### src/rtl/mano_pkg.sv
// +---------------------------------------------------------------------------+
// | mano_pkg : shared constants and responder FSM encoding for Mano CPU       |
// | Rev 1.0                                                                   |
// +---------------------------------------------------------------------------+
`default_nettype none

package mano_pkg;
  localparam int DEF_DATA_W = 8;
  localparam int DEF_ADDR_W = 8;
  localparam int DEF_DEPTH  = 9;

  typedef logic [1:0] state_t;
  localparam logic [1:0] S_IDLE = 2'd0;
  localparam logic [1:0] S_WAIT = 2'd1;
  localparam logic [1:0] S_RESP = 2'd2;
endpackage

`default_nettype wire

### src/rtl/mano_ram_array.sv
// +---------------------------------------------------------------------------+
// | mano_ram_array : DEPTH x DATA_W word array, one write port, async read    |
// | Rev 1.0                                                                   |
// +---------------------------------------------------------------------------+
`default_nettype none

module mano_ram_array #(
  parameter int DATA_W = 8,
  parameter int ADDR_W = 8,
  parameter int DEPTH  = 9
) (
  input  logic              clk,
  input  logic              i_we,
  input  logic [ADDR_W-1:0] i_waddr,
  input  logic [DATA_W-1:0] i_wdata,
  input  logic [ADDR_W-1:0] i_raddr,
  output logic [DATA_W-1:0] o_rdata
);
  localparam int              C_IDX_W = (DEPTH > 1) ? $clog2(DEPTH) : 1;
  localparam logic [ADDR_W:0] C_DEPTH = (ADDR_W + 1)'(DEPTH);

  logic [DATA_W-1:0] r_mem [DEPTH];
  logic              w_wr_in_range;
  logic              w_rd_in_range;

  // Addresses past the implemented words never touch the array.
  assign w_wr_in_range = ({1'b0, i_waddr} < C_DEPTH);
  assign w_rd_in_range = ({1'b0, i_raddr} < C_DEPTH);

  always_ff @(posedge clk) begin
    if (i_we && w_wr_in_range) begin
      r_mem[i_waddr[C_IDX_W-1:0]] <= i_wdata;
    end
  end

  assign o_rdata = w_rd_in_range ? r_mem[i_raddr[C_IDX_W-1:0]] : '0;
endmodule

`default_nettype wire

### src/rtl/mano_mem_responder.sv
// +---------------------------------------------------------------------------+
// | mano_mem_responder : req/ack memory responder with wait states + loader   |
// | Rev 1.0                                                                   |
// +---------------------------------------------------------------------------+
`default_nettype none

module mano_mem_responder
  import mano_pkg::*;
#(
  parameter int DATA_W      = DEF_DATA_W,
  parameter int ADDR_W      = DEF_ADDR_W,
  parameter int DEPTH       = DEF_DEPTH,
  parameter int WAIT_STATES = 1
) (
  input  logic              clk,
  input  logic              reset,
  input  logic              i_req,
  input  logic              i_we,
  input  logic [ADDR_W-1:0] i_addr,
  input  logic [DATA_W-1:0] i_wdata,
  output logic              o_ack,
  output logic [DATA_W-1:0] o_rdata,
  output logic              o_busy,
  output logic              o_err,
  input  logic              i_ld_valid,
  input  logic [DATA_W-1:0] i_ld_data,
  output logic              o_ld_ready,
  output logic              o_ld_done
);
  localparam logic [ADDR_W:0]   C_DEPTH     = (ADDR_W + 1)'(DEPTH);
  localparam logic [ADDR_W-1:0] C_LAST      = ADDR_W'(DEPTH - 1);
  localparam logic [3:0]        C_WAIT_LOAD = (WAIT_STATES > 0) ? 4'(WAIT_STATES - 1) : 4'd0;

  state_t            r_state;
  logic [3:0]        r_cnt;
  logic              r_we;
  logic [ADDR_W-1:0] r_addr;
  logic [DATA_W-1:0] r_wdata;
  logic              r_oor;
  logic [DATA_W-1:0] r_rdata;
  logic [ADDR_W-1:0] r_ptr;
  logic              r_ld_done;

  logic              w_capture;
  logic              w_ld_ready;
  logic              w_ld_accept;
  logic              w_in_oor;
  logic              w_to_resp;
  logic              w_rd_we;
  logic              w_rd_oor;
  logic [ADDR_W-1:0] w_raddr;
  logic              w_cpu_commit;
  logic              w_mem_we;
  logic [ADDR_W-1:0] w_mem_waddr;
  logic [DATA_W-1:0] w_mem_wdata;
  logic [DATA_W-1:0] w_mem_rdata;

  assign w_capture   = (r_state == S_IDLE) && i_req;
  assign w_ld_ready  = (r_state == S_IDLE) && !i_req && !reset;
  assign w_ld_accept = i_ld_valid && w_ld_ready;
  assign w_in_oor    = ({1'b0, i_addr} >= C_DEPTH);
  assign w_to_resp   = (w_capture && (WAIT_STATES == 0)) ||
                       ((r_state == S_WAIT) && (r_cnt == 4'd0));

  // With zero wait states the read happens at the capture edge, so it must use the live inputs.
  assign w_rd_we  = (r_state == S_IDLE) ? i_we     : r_we;
  assign w_rd_oor = (r_state == S_IDLE) ? w_in_oor : r_oor;
  assign w_raddr  = (r_state == S_IDLE) ? i_addr   : r_addr;

  // Requests and loads are mutually exclusive, so the write port never sees both.
  assign w_cpu_commit = (r_state == S_RESP) && r_we && !r_oor && !reset;
  assign w_mem_we     = w_cpu_commit || w_ld_accept;
  assign w_mem_waddr  = w_cpu_commit ? r_addr  : r_ptr;
  assign w_mem_wdata  = w_cpu_commit ? r_wdata : i_ld_data;

  mano_ram_array #(
    .DATA_W (DATA_W),
    .ADDR_W (ADDR_W),
    .DEPTH  (DEPTH)
  ) u_ram (
    .clk     (clk),
    .i_we    (w_mem_we),
    .i_waddr (w_mem_waddr),
    .i_wdata (w_mem_wdata),
    .i_raddr (w_raddr),
    .o_rdata (w_mem_rdata)
  );

  always_ff @(posedge clk) begin
    if (reset) begin
      r_state   <= S_IDLE;
      r_cnt     <= 4'd0;
      r_we      <= 1'b0;
      r_addr    <= '0;
      r_wdata   <= '0;
      r_oor     <= 1'b0;
      r_rdata   <= '0;
      r_ptr     <= '0;
      r_ld_done <= 1'b0;
    end else begin
      r_ld_done <= 1'b0;
      case (r_state)
        S_IDLE: begin
          if (i_req) begin
            r_we    <= i_we;
            r_addr  <= i_addr;
            r_wdata <= i_wdata;
            r_oor   <= w_in_oor;
            if (WAIT_STATES > 0) begin
              r_state <= S_WAIT;
              r_cnt   <= C_WAIT_LOAD;
            end else begin
              r_state <= S_RESP;
            end
          end
        end
        S_WAIT: begin
          if (r_cnt == 4'd0) begin
            r_state <= S_RESP;
          end else begin
            r_cnt <= r_cnt - 4'd1;
          end
        end
        S_RESP:  r_state <= S_IDLE;
        default: r_state <= S_IDLE;
      endcase

      if (w_to_resp && !w_rd_we) begin
        r_rdata <= w_rd_oor ? '0 : w_mem_rdata;
      end

      if (w_ld_accept) begin
        if (r_ptr == C_LAST) begin
          r_ptr     <= '0;
          r_ld_done <= 1'b1;
        end else begin
          r_ptr <= r_ptr + 1'b1;
        end
      end
    end
  end

  assign o_ack      = (r_state == S_RESP);
  assign o_busy     = (r_state != S_IDLE);
  assign o_err      = (r_state == S_RESP) && r_oor;
  assign o_rdata    = r_rdata;
  assign o_ld_ready = w_ld_ready;
  assign o_ld_done  = r_ld_done;
endmodule

`default_nettype wire

### config.mk
export PLATFORM = sky130hd
export DESIGN_NAME = mano_mem_responder
export DESIGN_NICKNAME = d
export VERILOG_FILES = /design/src/rtl/mano_pkg.sv /design/src/rtl/mano_ram_array.sv /design/src/rtl/mano_mem_responder.sv
export SDC_FILE = /design/constraint.sdc
export NUM_CORES = 1
export LEC_CHECK = 0
export CAP_MARGIN = 40
export CELL_PAD_IN_SITES_DETAIL_PLACEMENT = 1
export CELL_PAD_IN_SITES_GLOBAL_PLACEMENT = 1
export CORE_AREA = 2 2 106 108
export CTS_BUF_LIST = sky130_fd_sc_hd__clkbuf_8
export DETAILED_ROUTE_END_ITERATION = 8
export DIE_AREA = 0 0 108 110
export PLACE_DENSITY_LB_ADDON = 0.1
export SYNTH_ARGS = -nofsm -noshare
export SYNTH_HDL_FRONTEND = slang
export SYNTH_SLANG_ARGS = --single-unit
### constraint.sdc
create_clock -name clk -period 3.15 [get_ports clk]
set_input_delay 0.63 -clock clk [delete_from_list [all_inputs] [get_ports clk]]
set_output_delay 0.63 -clock clk [all_outputs]
set_load 0.02 [all_outputs]
; ---- After elaboration in Yosys (flattened, before gate mapping)
; Memory sizes are Yosys's and may differ from the RTL's.
; Cells that the tools add are included.
; W data, S select, Z words.
[totals]
elab_cells = 62
out_inout_bits = 13
mem_count = 1
in_bits = 29
register_bits = 41
ram_bits = 72
[op_classes]
eq_ne = 6
n_reduce_logical = 23
n_addsub = 2
mux = 17
bitwise = 1
n_lt_le_gt_ge = 3
[memory_table]
columns = name, depth, width, rd, rd_clocked_by_memory_dff, write_ports, line_no
row1 = u_ram.r_mem, 9, 8, 1, 0, 1, mano_ram_array.sv:22  ; logic [DATA_W-1:0] r_mem [DEPTH];
[ops]
columns = cell, count
row1 = $mux W8, 6
row2 = $lt A8 B4 Y1 const B, 2
row3 = $logic_and A1 B1 Y1, 10
row4 = $add A8 B1 Y8 const B, 1
row5 = $eq A8 B4 Y1 const B, 1
row6 = $ge A8 B4 Y1 const B, 1
row7 = $mux W4, 2
row8 = $pmux W4 S2, 1
row9 = $mux W1, 5
row10 = $logic_not A1 Y1, 4
row11 = $logic_not A4 Y1, 1
row12 = $mux W2, 2
row13 = $ne A2 B2 Y1 const B, 2
row14 = $pmux W2 S2, 1
row15 = $reduce_and A2 Y1, 2
row16 = $reduce_bool A2 Y1, 2
row17 = $sub A4 B1 Y4 const B, 1
row18 = $reduce_and A3 Y1, 1
row19 = $eq A2 B1 Y1 const B, 1
row20 = $eq A2 B2 Y1 const B, 1
row21 = $logic_not A2 Y1, 1
row22 = $ne A2 B1 Y1 const B, 1
row23 = $reduce_or A2 Y1, 1
row24 = $logic_or A1 B1 Y1, 1
row25 = $not A1 Y1, 1

; ---- Logic depth before layout (Yosys ltp)
; Gate-level depths: netlist of run 1.
[depth]
depth_word = 9
depth_mapped = 8
mapped_depth_nobuf = 7

; ---- By module
; From an unflattened synthesis of run 1, not the netlist that was laid out.
[unflattened]
cells_unflattened = 392
area_unflattened_um2 = 4897.2
[modules_own_cells]
columns = module, seq_area_each_um2, area_per_inst_um2, n_inst, cells_per_inst
row1 = mano_ram_array, 2162.1, 2869.0, 1, 140
row2 = mano_mem_responder, 820.8, 2028.2, 1, 252

; ---- Worst setup path after synthesis of run 1
; No wires, ideal clock.
[synth_timing]
kind = in2reg
start = input port reset
end = memory u_ram.r_mem[6][0] (enable)
path_stages = 5
path_buffers = 0
t_arrival_ps = 2483
setup_slack_ps = 284
setup_time_ps = 383
t_required_ps = 2767
cell_sequence = nor4_4 > nand3_1 > o22a_1 > or2_2 > nor3_1
[synth_between]
elab_chain_cells = 7
elab_cells_between_ends = 10
classes_between = 1 x order compare / 3 x mux / 6 x reduce/logical
[synth_rtl]
columns = item, line_no
row1 = from (decl), mano_mem_responder.sv:16  ; input logic reset,
row2 = $logic_not A1 Y1 *, "mano_mem_responder.sv:59, mano_mem_responder.sv:71"
row3 = "$logic_and A1 B1 Y1, on equally long branches", "mano_mem_responder.sv:71, mano_mem_responder.sv:59"
row4 = $mux W8 / $logic_and A1 B1 Y1 (equally long branches), "mano_mem_responder.sv:73, mano_mem_responder.sv:60"
row5 = $lt A8 B4 Y1 / $logic_or A1 B1 Y1 (equally long branches), "mano_ram_array.sv:27, mano_mem_responder.sv:72"
row6 = $logic_and A1 B1 Y1, mano_ram_array.sv:31  ; if (i_we && w_wr_in_range) begin
row7 = $mux W1, mano_ram_array.sv:31
row8 = $mux W1 (implied by the code), mano_ram_array.sv:32  ; r_mem[i_waddr[C_IDX_W-1:0]] <= i_wdata;
row9 = to (decl), mano_ram_array.sv:22
; Mark *: on every way between the ends. The rest lies on a longest branch, timed or not.

; ---- Final worst setup path of run 1
[layout_timing]
start = input port reset
end = output port o_ld_ready
[layout_between]
elab_chain_cells = 2
[layout_rtl]
columns = item, line_no
row1 = $logic_not A1 Y1, mano_mem_responder.sv:59  ; assign w_ld_ready = (r_state == S_IDLE) && !i_req && !reset;
row2 = $logic_and A1 B1 Y1, mano_mem_responder.sv:59
row3 = to (decl), mano_mem_responder.sv:27  ; output logic o_ld_ready,
; Every way passes these cells.

==> reports/results.ini, run 1 <==
[yosys]
synth.distinct_cells=52
syn_nets=398
yosysTopAreaCellShare=0.4579
synthTopCellsByArea=edfxtp_1 (46%), dfxtp_1 (17%), mux4_2 (6.7%)
ys.flop_type=edfxtp_1
syn-cell-area_mm2=0.004722
yosys_warnings=0
ys_ff_latch=113
synth_edf_count=72
yosysSeqAreaShare=0.6317
synthCells=366
avgSynthCellArea_um2=12.90
synth_area_leader_cell=edfxtp_1
async_flop_share=0

[place]
dp_hpwl_um=7977
port_buffers=41
place_area_mm2=0.005420
place_ws_ps=103.5
gp_congestion=0.8727

[sta]
finalSetupTns_ps=0
fin_crit_ps=2800
relSlewSlack=0.5156
post-route-period-util=0.8889
clock.fmax_ghz=0.3571
setup_slack_ps=349.9
slew_violations=0
finalHoldViolations=0
rsz0062_at_grt=false
setup_viol=0
fin_skew_ps=8.429
worst_pin_slew_ps=723.9

[setup_path]
critPathMaxFanout=5
startpoint_type=input port
crit_family=buffers and inverters
crit_required_ps=2520
path_common_cell=clkdlybuf4s50_1
critical_path_class=in2out
crit_buf_inv=3
end_kind=output pin
cpMaxStageDelayCell=clkdlybuf4s50_1
reg2reg_slack_ps=500
r2r-end=u_ram.r_mem[5][2]
startpoint=reset
reg2regPathDepth=6
r2r_start=r_state[1]
arrival_ps=2170
crit_chain=clkdlybuf4s50_1 -> nor4_4 -> buf_4 -> clkdlybuf4s50_1
cp_slowest_stage_delay_ps=600

[floorplanning]
die_h_um=110
fp.dieArea_mm2=0.01188
die_w_um=108
initial_core_util=0.4414
core_area_mm2=0.01070
ioPinCount=42
rows=38

[route]
route.met2.wl_um=5950
drc=0
routed_wl_um=11180
drtPass1Iterations=4
wl_met1_um=4722
drt_iter0_markers=187
wl_per_cell_um=19.07
via_count=3173
vias_per_cell=5.415
met3_length_um=342
detail-route-antenna-nets=0
highest_layer=met4

[hold_path]
hp-start=r_wdata[5]
hold_class=reg2reg
min_to=r_wdata[5]
hold_depth=2

[power]
finalPower_w=0.003339
leakage_nw=2.042
ir_drop_mv=0.2165
power_density_mw_per_mm2=571.5

[clock_tree]
ctsRootBufferMaster=clkbuf_8
clkTransAtPathRegs_ps=70
cts_setup_buffers=0
htree_levels=4
post_cts_resize_count=0
hold_buffers=0
clk_latency_ps=420
cts_buffers=17
cts_tree=done
clk_path_buf_depth=2
cts_sinks=113

[finish]
finalNetCount=465
diodes=0
layout-drive-gt1-share=0.1928
nFillCells=1104
area_growth_pct=23.71
design_area_mm2=0.005842

[run_status]
status=completed

[grt]
gr-total-overflow=0
grt_start_max_net_pins=27
grt_pass1_vias=3373
grt_pass1_wl_um=17920
grt_util_all_layers=0.2071
antenna_found_initial=0

[flow_run]
cap_viol_max_count=0

[final cells by class]
| cell class | instances | area [um2] | share of cell area |
|---|---|---|---|
| Clock buffer | 18 | 247.7 | 0.04241 |
| Clock inverter | 14 | 173.9 | 0.02977 |
| Inverter | 5 | 18.77 | 0.003213 |
| Multi-Input combinational cell | 234 | 1650 | 0.2825 |
| Sequential cell | 113 | 2983 | 0.5106 |
| Tap cell | 140 | 175.2 | 0.02999 |
| Timing Repair Buffer | 62 | 593.1 | 0.1015 |
[sequential cells by signal (all words and copies together), names as in the netlist]
signal       count
r_ptr            8
o_rdata          8
r_state          2
r_we             1
r_addr           8
r_wdata          8
o_ld_done        1
r_oor            1
u_ram.r_mem     72
r_cnt            4
[per-layer routing]
| layer | up-vias | GRT usage |
|---|---|---|
| met3 | 12 | 0.05291 |
| li1 | 1501 | - |
| met1 | 1595 | 0.2469 |
| met2 | 65 | 0.3661 |
| met5 | - | 0 |
| met4 | 0 | 0.07143 |
[cell families (layout without fill, tap and decap cells)]
group | Yosys count | after routing | synth area share
buf+inv | 19 | 99 | 0.01881
fa+ha+maj | 3 | 3 | 0.007950
flops | 113 | 113 | 0.6317
mux | 27 | 27 | 0.09671
simple gates | 138 | 138 | 0.1505
compound gates | 57 | 57 | 0.07764
xor+xnor | 9 | 9 | 0.01669
[where the power goes]
group,total [W],switching [W],internal (W)
Combinational,0.000276,0.000142,0.000134
Clock,0.00144,0.000570,0.000868
Sequential,0.00163,0.0000264,0.00160
Total,0.00334,0.000738,0.00260
[tightest hold or removal path: cells and delay by family, from the launching register on]
kind            cells  cell delay (ps)
compound gates      1               50
simple gates        1               50
flops               1              310
[cell usage in the layout (no fill, tap or decap), types with 9 or more instances in the layout]
master / count
edfxtp_1: 72
clkbuf_8: 18
dfxtp_1: 41
mux2_2: 9
buf_4: 19
mux4_2: 14
clkdlybuf4s50_1: 41
nor2_1: 33
nand2_1: 55
a21oi_1: 22
a22oi_1: 13
[stage by stage]
step	instances	utilization	hold WS (ps)
after floorplan	366	-	432.1
after detailed placement	554	0.5067	448.4
final	586	0.5461	454.8
after global placement	554	0.5067	443.4
after CTS	586	0.5461	457.5
after global routing	586	0.5461	471.9
[cells in the mapped netlist, types with 3 or more instances]
master / n
or2_2: 4
o21ai_0: 5
mux2_2: 9
ha_1: 3
inv_1: 5
nor2_1: 33
or3b_2: 4
nor2b_1: 4
a21oi_1: 22
clkbuf_1: 9
nand3_1: 5
a31oi_1: 3
edfxtp_1: 72
nor3_1: 6
nor3b_1: 4
mux4_2: 14
xnor2_1: 5
nand2_1: 55
or4_1: 3
xor2_1: 4
a22oi_1: 13
dfxtp_1: 41
mux2i_1: 4
[how the worst max path moves through the flow]
stage	end	slack [ps]	cells after the start
3_5_place_dp	o_rdata[5]	100	6
5_1_grt	o_ld_ready	250	4
3_3_place_gp	o_rdata[5]	120	6
2_1_floorplan	u_ram.r_mem[6][0]	280	5
6_report	o_ld_ready	350	4
4_1_cts	o_ld_ready	340	4
Note: power is estimated with default switching activity, not from simulation.
==> run 2: changes to the inputs <==
--- a/config.mk
+++ b/config.mk
@@ -5,13 +5,15 @@
 export SDC_FILE = /design/constraint.sdc
 export NUM_CORES = 1
 export LEC_CHECK = 0
+export ABC_AREA = 1
 export CAP_MARGIN = 40
 export CELL_PAD_IN_SITES_DETAIL_PLACEMENT = 1
 export CELL_PAD_IN_SITES_GLOBAL_PLACEMENT = 1
-export CORE_AREA = 2 2 106 108
+export CORE_AREA = 2 2 108 110
 export CTS_BUF_LIST = sky130_fd_sc_hd__clkbuf_8
 export DETAILED_ROUTE_END_ITERATION = 8
-export DIE_AREA = 0 0 108 110
+export DIE_AREA = 0 0 110 112
+export GPL_ROUTABILITY_DRIVEN = 0
 export PLACE_DENSITY_LB_ADDON = 0.1
 export SYNTH_ARGS = -nofsm -noshare
 export SYNTH_HDL_FRONTEND = slang
==> reports/results.ini, run 2 <==
[finish]
layout-drive-gt1-share=0.1089  ; was 0.1928
diodes=0  ; unchanged
finalNetCount=625  ; was 465
utilization=0.5207  ; was 0.5461
seqCellArea_mm2=0.002983  ; unchanged
largest_reg_flops=72  ; unchanged
mostFrequentLayoutCells=nand2_1 (146), edfxtp_1 (72), nor2_1 (70)  ; was edfxtp_1 (72), nand2_1 (55), clkdlybuf4s50_1 (41), dfxtp_1 (41), nor2_1 (33)
multi_input_area_mm2=0.001665  ; was 0.001650 mm2
mostFrequentLayoutCell=nand2_1  ; was edfxtp_1
area_growth_pct=18.83  ; was 23.71%
nFillCells=1312  ; was 1104

[route]
wl_met1_um=5656  ; was 4722 um
routed_wl_um=13350  ; was 11180 um
drt_iter0_markers=191  ; was 187
wl_per_cell_um=17.82  ; was 19.07 um
vias_per_cell=5.178  ; was 5.415
met3_length_um=407  ; was 342 um
drtPass1Iterations=4  ; unchanged
highest_layer=met4  ; unchanged
detail-route-antenna-nets=0  ; unchanged
drc=0  ; unchanged
via_count=3878  ; was 3173
route.met2.wl_um=6886  ; was 5950 um

[floorplanning]
initial_core_util=0.4381  ; was 0.4414
rows=39  ; was 38
core_area_mm2=0.01117  ; was 0.01070 mm2
fp.dieArea_mm2=0.01232  ; was 0.01188 mm2
die_h_um=112  ; was 110 um
ioPinCount=42  ; unchanged
die_w_um=110  ; was 108 um

[grt]
grt_start_max_net_pins=33  ; was 27
grt_pass1_wl_um=21600  ; was 17920 um
gr-total-overflow=0  ; unchanged
grt_pass1_vias=4200  ; was 3373
antenna_found_initial=0  ; unchanged
grt_util_all_layers=0.2393  ; was 0.2071

[setup_path]
startpoint=reset  ; unchanged
r2r-end=u_ram.r_mem[3][5]  ; was u_ram.r_mem[5][2]
crit_required_ps=2520  ; about the same
critical_path_class=in2out  ; unchanged
r2r_start=r_state[1]  ; unchanged
arrival_ps=2180  ; was 2170 ps
reg2regPathDepth=11  ; was 6
startpoint_type=input port  ; unchanged
reg2reg_slack_ps=910  ; was 500 ps
crit_end=o_ld_ready  ; unchanged
critPathMaxFanout=5  ; unchanged
end_kind=output pin  ; unchanged

[yosys]
yosysTopAreaCellShare=0.4416  ; was 0.4579
async_flop_share=0  ; unchanged
synthTopCellsByCount=nand2_1 (146), edfxtp_1 (72), nor2_1 (70)  ; was edfxtp_1 (72), nand2_1 (55), dfxtp_1 (41)
yosys_warnings=0  ; unchanged
synthCells=536  ; was 366
yosysSeqAreaShare=0.6093  ; was 0.6317
synth_area_leader_cell=edfxtp_1  ; unchanged
synth.distinct_cells=37  ; was 52
synthTopCellsByArea=edfxtp_1 (44%), dfxtp_1 (17%), nand2_1 (11%)  ; was edfxtp_1 (46%), dfxtp_1 (17%), mux4_2 (6.7%)
synth.most_common_cell=nand2_1  ; was edfxtp_1
syn_nets=568  ; was 398
ys_ff_latch=113  ; unchanged
avgSynthCellArea_um2=9.134  ; was 12.90 um2
ys.flop_type=edfxtp_1  ; unchanged
synth_edf_count=72  ; unchanged
syn-cell-area_mm2=0.004896  ; was 0.004722 mm2

[clock_tree]
cts_setup_buffers=0  ; unchanged
clkTransAtPathRegs_ps=60  ; was 70 ps
clk_latency_ps=430  ; was 420 ps
ctsRootBufferMaster=clkbuf_8  ; unchanged
cts_tree=done  ; unchanged
htree_levels=4  ; unchanged
clk_path_buf_depth=2  ; unchanged
hold_buffers=0  ; unchanged
cts_buffers=17  ; unchanged
post_cts_resize_count=0  ; unchanged
cts_sinks=113  ; unchanged

[sta]
worst_pin_slew_ps=649.8  ; was 723.9 ps
slew_violations=0  ; unchanged
finalHoldViolations=0  ; unchanged
fin_skew_ps=10.67  ; was 8.429 ps
rsz0062_at_grt=false  ; unchanged
fin_crit_ps=2810  ; was 2800 ps
relSlewSlack=0.5653  ; was 0.5156
setup_viol=0  ; unchanged
clock.fmax_ghz=0.3559  ; was 0.3571 GHz
post-route-period-util=0.8920  ; was 0.8889
finalSetupTns_ps=0  ; unchanged

[power]
leakage_nw=2.233  ; was 2.042 nW
power_density_mw_per_mm2=561.7  ; was 571.5 mW/mm2
ir_drop_mv=0.2144  ; was 0.2165 mV

[place]
dp_hpwl_um=9640  ; was 7977 um
port_buffers=41  ; unchanged

[hold_path]
hold_class=reg2reg  ; unchanged

[flow_run]
cap_viol_max_count=0  ; unchanged

[run_status]
status=completed  ; unchanged

==> run 2: worst min path at each step <==
stage / start / end / cells past startpoint
floorplan: r_ptr[7] / r_ptr[7] / 2
global placement: r_ptr[7] / r_ptr[7] / 2
detailed placement: o_rdata[0] / o_rdata[0] / 2
CTS: o_rdata[0] / o_rdata[0] / 2
global route: o_rdata[5] / o_rdata[5] / 2
finish: o_rdata[0] / o_rdata[0] / 2
==> run 2: through the flow <==
step	setup slack, ps	power (W)	hold WS, ps	instance area [um2]	instances
after global routing	272.7	0.003438	500.3	5818	749
final	340.3	0.003268	472.1	5818	749
after CTS	314.4	0.003296	472.3	5818	749
after detailed placement	169.3	0.002204	464.0	5502	717
after global placement	211.5	0.002189	451.0	5502	717
after floorplan	378.0	0.002014	438.9	4896	536
==> run 2: cell families after synthesis <==
family | synth area share
AOI/OAI and AO/OA | 0.05827
xor gates and xnor gates | 0.001789
adders and majority gates | 0.007668
buffers and inverters | 0.05060
DFF | 0.6093
and+or+nand+nor | 0.2724
==> run 2: cell type report <==
type / instances / share of cell area
Sequential cell: 113 / 0.5127
Multi-Input combinational cell: 365 / 0.2862
Clock buffer: 17 / 0.04021
Inverter: 40 / 0.02602
Timing Repair Buffer: 56 / 0.08989
Clock inverter: 15 / 0.01419
Tap cell: 143 / 0.03075
==> run 2: metal layers <==
| metal | track usage | vias to the layer above |
|---|---|---|
| li1 | - | 1900 |
| met1 | 0.2808 | 1877 |
| met2 | 0.4061 | 75 |
| met3 | 0.05972 | 26 |
| met4 | 0.1097 | 0 |
| met5 | 0 | - |
==> run 2: worst max-delay path: stages <==
cell             delay (ps)
clkdlybuf4s50_1         490
buf_4                   200
nor3_2                  220
clkdlybuf4s50_1         640
==> run 2: power breakdown <==
part	total, W	leakage [nW]	internal (W)	switching [W]
combinational	0.000526	1.08	0.000167	0.000359
clock	0.00110	0.166	0.000519	0.000581
sequential	0.00164	0.983	0.00162	0.0000264
total	0.00327	2.23	0.00230	0.000967
